$ cat src/rtl/gtfwizard_raw_drp_reconfig_ctrl.sv
// gtfwizard_raw_drp_reconfig_ctrl
//
// Reprograms the GTF RX phase-alignment mode. A rising edge on drp_reconfig_rdy_in
// starts two read-modify-write DRP transactions (register 0, then register 1). Each
// write selects either auto-mode or manual-mode field values, depending on
// drp_switch_am_in as sampled at the start edge. The DRP port is shared with a user
// master through a req/gnt handshake. When the sequence ends, drp_reconfig_done_out
// is raised and stays high until the request level drops.
//
// Ports (all synchronous to gtwiz_drp_reconfig_clk_in):
//   gtwiz_drp_reconfig_reset_in  synchronous active-high reset
//   drp_reconfig_rdy_in          request level from the buffer-bypass controller
//   drp_switch_am_in             1 = auto-mode values, 0 = manual-mode values
//   drp_reconfig_done_out        reconfiguration complete
//   drp_reconfig_error_out       sticky DRP timeout flag
//   drp_req_out / drp_gnt_in     DRP port ownership handshake
//   drpaddr_out, drpdi_out, drpen_out, drpwe_out, drpdo_in, drprdy_in  DRP port
//   sm_drp_reconfig_out          current FSM state (debug)
module gtfwizard_raw_drp_reconfig_ctrl #(
  parameter logic [9:0]  P_ADDR_0      = 10'h000,
  parameter logic [15:0] P_MASK_0      = 16'h0000,
  parameter logic [15:0] P_AM_VAL_0    = 16'h0000,
  parameter logic [15:0] P_MM_VAL_0    = 16'h0000,
  parameter logic [9:0]  P_ADDR_1      = 10'h000,
  parameter logic [15:0] P_MASK_1      = 16'h0000,
  parameter logic [15:0] P_AM_VAL_1    = 16'h0000,
  parameter logic [15:0] P_MM_VAL_1    = 16'h0000,
  parameter int unsigned P_DRP_TIMEOUT = 1023
) (
  input  logic        gtwiz_drp_reconfig_clk_in,
  input  logic        gtwiz_drp_reconfig_reset_in,
  input  logic        drp_reconfig_rdy_in,
  input  logic        drp_switch_am_in,
  output logic        drp_reconfig_done_out,
  output logic        drp_reconfig_error_out,
  output logic        drp_req_out,
  input  logic        drp_gnt_in,
  output logic [9:0]  drpaddr_out,
  output logic [15:0] drpdi_out,
  output logic        drpen_out,
  output logic        drpwe_out,
  input  logic [15:0] drpdo_in,
  input  logic        drprdy_in,
  output logic [2:0]  sm_drp_reconfig_out
);

  typedef enum logic [2:0] {
    StIdle    = 3'd0,
    StWaitGnt = 3'd1,
    StRd      = 3'd2,
    StWaitRd  = 3'd3,
    StWr      = 3'd4,
    StWaitWr  = 3'd5,
    StDone    = 3'd6
  } state_e;

  // The counter holds the number of wait cycles already spent without drprdy. When it
  // holds TIMEOUT-1 and drprdy is still low, this cycle is the one that reaches TIMEOUT.
  localparam logic [15:0] LP_CNT_LAST = 16'(P_DRP_TIMEOUT - 1);

  state_e      r_state, w_state_d;
  logic        r_rdy;
  logic        r_mode, w_mode_d;
  logic        r_idx, w_idx_d;
  logic [15:0] r_cnt, w_cnt_d;
  logic        r_req, w_req_d;
  logic        r_done, w_done_d;
  logic        r_err, w_err_d;
  logic [9:0]  r_addr, w_addr_d;
  logic [15:0] r_di, w_di_d;
  logic        r_en, w_en_d;
  logic        r_we, w_we_d;

  logic        w_start;
  logic [15:0] w_mask;
  logic [15:0] w_val;
  logic [15:0] w_wdata;

  assign w_start = drp_reconfig_rdy_in & ~r_rdy;
  assign w_mask  = r_idx ? P_MASK_1 : P_MASK_0;
  assign w_val   = r_idx ? (r_mode ? P_AM_VAL_1 : P_MM_VAL_1)
                         : (r_mode ? P_AM_VAL_0 : P_MM_VAL_0);
  assign w_wdata = (drpdo_in & ~w_mask) | (w_val & w_mask);

  always_comb begin
    w_state_d = r_state;
    w_mode_d  = r_mode;
    w_idx_d   = r_idx;
    w_cnt_d   = r_cnt;
    w_req_d   = r_req;
    w_done_d  = r_done;
    w_err_d   = r_err;
    w_addr_d  = r_addr;
    w_di_d    = r_di;
    w_en_d    = 1'b0;
    w_we_d    = 1'b0;
    // Strobes and address/data are registered on the transition into RD/WR so that
    // drpen_out is high exactly during the RD or WR state.
    case (r_state)
      StIdle: begin
        if (w_start) begin
          w_mode_d  = drp_switch_am_in;
          w_idx_d   = 1'b0;
          w_req_d   = 1'b1;
          w_state_d = StWaitGnt;
        end
      end
      StWaitGnt: begin
        if (drp_gnt_in) begin
          w_en_d    = 1'b1;
          w_addr_d  = r_idx ? P_ADDR_1 : P_ADDR_0;
          w_state_d = StRd;
        end
      end
      StRd: begin
        w_cnt_d   = 16'd0;
        w_state_d = StWaitRd;
      end
      StWaitRd: begin
        if (drprdy_in) begin
          w_di_d    = w_wdata;
          w_en_d    = 1'b1;
          w_we_d    = 1'b1;
          w_state_d = StWr;
        end else if (r_cnt == LP_CNT_LAST) begin
          w_err_d   = 1'b1;
          w_done_d  = 1'b1;
          w_req_d   = 1'b0;
          w_state_d = StDone;
        end else begin
          w_cnt_d = r_cnt + 16'd1;
        end
      end
      StWr: begin
        w_cnt_d   = 16'd0;
        w_state_d = StWaitWr;
      end
      StWaitWr: begin
        if (drprdy_in) begin
          if (r_idx) begin
            w_done_d  = 1'b1;
            w_req_d   = 1'b0;
            w_state_d = StDone;
          end else begin
            w_idx_d   = 1'b1;
            w_en_d    = 1'b1;
            w_addr_d  = P_ADDR_1;
            w_state_d = StRd;
          end
        end else if (r_cnt == LP_CNT_LAST) begin
          w_err_d   = 1'b1;
          w_done_d  = 1'b1;
          w_req_d   = 1'b0;
          w_state_d = StDone;
        end else begin
          w_cnt_d = r_cnt + 16'd1;
        end
      end
      StDone: begin
        if (!drp_reconfig_rdy_in) begin
          w_done_d  = 1'b0;
          w_state_d = StIdle;
        end
      end
      default: w_state_d = StIdle;
    endcase
  end

  always_ff @(posedge gtwiz_drp_reconfig_clk_in) begin
    if (gtwiz_drp_reconfig_reset_in) begin
      r_state <= StIdle;
      r_rdy   <= 1'b0;
      r_mode  <= 1'b0;
      r_idx   <= 1'b0;
      r_cnt   <= 16'd0;
      r_req   <= 1'b0;
      r_done  <= 1'b0;
      r_err   <= 1'b0;
      r_addr  <= 10'd0;
      r_di    <= 16'd0;
      r_en    <= 1'b0;
      r_we    <= 1'b0;
    end else begin
      r_state <= w_state_d;
      r_rdy   <= drp_reconfig_rdy_in;
      r_mode  <= w_mode_d;
      r_idx   <= w_idx_d;
      r_cnt   <= w_cnt_d;
      r_req   <= w_req_d;
      r_done  <= w_done_d;
      r_err   <= w_err_d;
      r_addr  <= w_addr_d;
      r_di    <= w_di_d;
      r_en    <= w_en_d;
      r_we    <= w_we_d;
    end
  end

  assign drp_reconfig_done_out  = r_done;
  assign drp_reconfig_error_out = r_err;
  assign drp_req_out            = r_req;
  assign drpaddr_out            = r_addr;
  assign drpdi_out              = r_di;
  assign drpen_out              = r_en;
  assign drpwe_out              = r_we;
  assign sm_drp_reconfig_out    = r_state;

endmodule

$ cat config.mk
export PLATFORM = sky130hd
export DESIGN_NAME = gtfwizard_raw_drp_reconfig_ctrl
export DESIGN_NICKNAME = d
export VERILOG_FILES = /design/src/rtl/gtfwizard_raw_drp_reconfig_ctrl.sv
export SDC_FILE = /design/constraint.sdc
export NUM_CORES = 1
export LEC_CHECK = 0
export ABC_AREA = 1
export BUFFER_PORTS_ARGS = -buffer_cell sky130_fd_sc_hd__buf_2
export CELL_PAD_IN_SITES_DETAIL_PLACEMENT = 1
export CELL_PAD_IN_SITES_GLOBAL_PLACEMENT = 2
export CORE_AREA = 5 5 98 100
export DETAILED_ROUTE_END_ITERATION = 8
export DIE_AREA = 0 0 103 105
export PLACE_DENSITY = 0.89
export SLEW_MARGIN = 20
export SYNTH_ARGS = -nofsm -noshare
export SYNTH_HDL_FRONTEND = slang
export SYNTH_SLANG_ARGS = --single-unit
$ cat constraint.sdc
create_clock -name gtwiz_drp_reconfig_clk_in -period 2 [get_ports gtwiz_drp_reconfig_clk_in]
set_input_delay 0.2 -clock gtwiz_drp_reconfig_clk_in [delete_from_list [all_inputs] [get_ports gtwiz_drp_reconfig_clk_in]]
set_output_delay 0.2 -clock gtwiz_drp_reconfig_clk_in [all_outputs]
set_load 0.05 [all_outputs]
==> summary.md <==
| Metric | Value |
|---|---|
| Cell-internal power | `1.29 mW` |
| Die height | `105 µm` |
| Final Slew Violations | `0` |
| Worst-skew pair later-pin latency | `0.30 ns` |
| Total of max-cap violations | `0` |
| Leak | `1.18 nW` |
| Grt ovf | `0` |
| Avg Inst Size Synth | `6.57 µm²` |
| CP endpoint | `r_cnt[8]` |
| Crit end category | `flop` |
| Core ar. | `0.00859 mm²` |
| Initial Utilization | `27.1%` |
| Yosys cell types | `32` |
| Register share of total power | `47.0%` |
| Final min period | `1.75 ns` |
| H-Tree Depth | `2` |
| Max Root-Sink Buffers | `2` |
| Peak supply drop | `298 µV` |
| 1st-pass router iterations | `4` |
| PortBufs | `44` |
| Share of cells above drive strength 1 | `19.3%` |
| CTS sink cnt | `42` |
| Crit path arrival time | `2.00 ns` |
| DR vias/cell | `4.58` |
| Placed Area | `0.00259 mm²` |
| Fin nets | `421` |
| Finished Cell Area | `0.00271 mm²` |
| CTS root buffer | `clkbuf_8` |
| Worst reg2reg path depth | `11` |
| Crit path launch type | `flop` |
| Fmax | `571 MHz` |
| PwrDens | `688 mW/mm²` |
| CP Max Fanout | `19` |
| Antenna viol nets, final | `0` |
| Hold Fails Final Rpt | `0` |
| Area Overhead vs Synth | `16.4%` |
| Hold buffers post-CTS | `0` |
| Share of the clock period used by the worst path | `87.5%` |
| Seq/Total Area, Yosys | `36.2%` |
| Adder-Cell Fraction of Synth Area | `1.08%` |
| RD Place Congestion | `0.814` |
| R2R Setup Slk | `0.25 ns` |
| Synth top area share | `36.2%` |
| Synth Area in Simple Gates | `38.4%` |
| Worst EP required | `2.25 ns` |
| DRC viols | `0` |
| Post-Synthesis Cells | `354` |
| Synth area leader | `dfxtp_1` |
| CTS tree | `yes` |
| Post-synthesis register bit count | `42` |
| Die width | `103 µm` |
| Avg WL per Cell | `13.0 µm` |
| Setup Crit Path Kind | `reg -> reg` |
| Worst Hold Class | `in -> reg` |
| Syn. warnings | `0` |
| Vias in the first global route | `2394` |
| Mapped cell area | `0.00232 mm²` |
| Die area | `0.0108 mm²` |
| Ant diodes | `0` |
| P_sw | `568 µW` |
| Compound-gate portion of the synthesized area | `10.9%` |
| Clock network power share | `37.3%` |
| Clk_skew | `0.00772 ns` |
| Ports | `56` |
| Logic gate share of total power | `15.7%` |
| Resized Gates After CTS | `0` |
| Initial antenna violation count | `0` |
| Synth Area in XOR/XNOR | `1.13%` |
| Multiplexer area fraction after synthesis | `0%` |
| Largest family of logic cells by synthesized area | `simple AND/OR/NAND/NOR gates` |
| Setup TNS | `0 ns` |
| Iteration-0 DRC Markers | `70` |
| Area contributors post-synth | `dfxtp_1 (36%), nand2_1 (18%), nor2_1 (8.1%)` |
| Placement Rows | `34` |
| Global-route wire length before repair | `11000 µm` |
| RSZ-0062 raised after global routing | `false` |
| Sw frac | `30.5%` |
| Worst setup path start | `r_cnt[0]` |
| Postcts setup bufs | `0` |
| Tot GR Track Use | `12.6%` |
| TritonCTS buffer count | `5` |
| Status | `finished, final reports clean` |
| Final setup viols | `0` |
| Reg2reg start | `r_cnt[0]` |
| Reg clk slew, reported paths | `0.09 ns` |
| Post-DP HPWL | `5120 µm` |
| Routed vias | `2320` |
| Largest net degree at the start of global routing | `20` |
| Final WL | `6560 µm` |
| Capturing point of the worst reg2reg path | `r_cnt[8]` |
[how the worst min path moves through the flow]
stage                          to  slack, ns                 from  cells past startpoint
floorplan                   r_rdy       0.31  drp_reconfig_rdy_in                      2
global placement      drp_req_out       0.43          drp_req_out                      2
detailed placement    drp_req_out       0.44          drp_req_out                      2
CTS                         r_rdy       0.13  drp_reconfig_rdy_in                      3
global route        drpdi_out[14]       0.15         drpdo_in[14]                      3
finish                      r_rdy       0.14  drp_reconfig_rdy_in                      3
[area by class of cell]
type,instances,area (µm²)
multi-input cells,266,1230
fillers,1125,5890
well taps,108,135
clock inverters,3,45.0
clock buffers,5,68.8
flip-flops and latches,42,841
inverters,34,130
repair buffers,48,250
[synth_stat cells, drive strengths merged]
| cell type | instances |
|---|---|
| o31ai | 1 |
| or2 | 2 |
| xor2 | 3 |
| o21bai | 1 |
| conb | 1 |
| clkbuf | 6 |
| dfxtp | 42 |
| nand2 | 117 |
| o21ai | 5 |
| nor2 | 51 |
| nand3 | 29 |
| nor3 | 1 |
| inv | 34 |
| a31oi | 1 |
| buf | 15 |
| a21oi | 34 |
| o211ai | 2 |
| nand4 | 7 |
| ha | 2 |
[worst max-delay path: stages, from the launching register on]
cell and delay (ns):
dfxtp_1 0.47, inv_1 0.14, ha_1 0.24, nand3_1 0.08, nor2_1 0.06, nand2_1 0.11, nand2_2 0.10, nand2_4 0.21
nand2_1 0.08, nand2_1 0.06, nand2_1 0.05, nor2_1 0.08
[registers in the layout, summed over array words and instances (netlist names)]
signal,flops
drp_reconfig_done_out,1
drp_reconfig_error_out,1
drp_req_out,1
drpdi_out,16
drpen_out,1
drpwe_out,1
r_cnt,16
r_idx,1
r_rdy,1
sm_drp_reconfig_out,3
[through the flow]
step	utilization (%)	cells	total power [mW]	setup slack (ns)	hold slack, ns
detailed placement	30.2	498	1.19	0.274	0.442
global route	31.5	506	1.95	0.0466	0.149
floorplan	-	363	1.14	0.149	0.307
global placement	30.2	498	1.19	0.315	0.431
finish	31.5	506	1.86	0.250	0.139
CTS	31.5	506	1.89	0.248	0.127
[layer usage]
layer	track usage (%)	wire [µm]
met1	16.0	3020
met2	20.8	3100
met3	2.53	349
met4	4.44	98
met5	0	0
[power by group through the flow]
stage / sequential (mW) / clock (mW) / combinational [mW]
floorplan: 0.936 / 0 / 0.206
global placement: 0.894 / 0 / 0.293
detailed placement: 0.895 / 0 / 0.295
CTS: 0.875 / 0.721 / 0.296
global route: 0.879 / 0.752 / 0.321
finish: 0.875 / 0.694 / 0.292
[cells by family (layout without fill, tap and decap cells)]
kind of cell | count (synthesis) | after routing
AOI/OAI and AO/OA | 44 | 44
xor gates and xnor gates | 3 | 3
adders and majority gates | 2 | 2
buffers and inverters | 55 | 90
DFF | 42 | 42
other | 1 | 10
and+or+nand+nor | 207 | 207
[layout by cell type (no fill, tap or decap), types with 3 or more instances in the layout]
cell type | Yosys | routed
nand2_1 | 112 | 112
nor2_1 | 50 | 50
buf_2 | 1 | 44
dfxtp_1 | 42 | 42
inv_1 | 31 | 31
a21oi_1 | 28 | 28
nand3_1 | 24 | 24
conb_1 | 1 | 10
nand4_1 | 7 | 7
a21oi_2 | 6 | 6
nand3_2 | 5 | 5
o21ai_0 | 5 | 5
clkbuf_8 | 0 | 5
buf_4 | 11 | 4
nand2_2 | 3 | 3
xor2_1 | 3 | 3
Note: power is estimated with default switching activity, not from simulation.
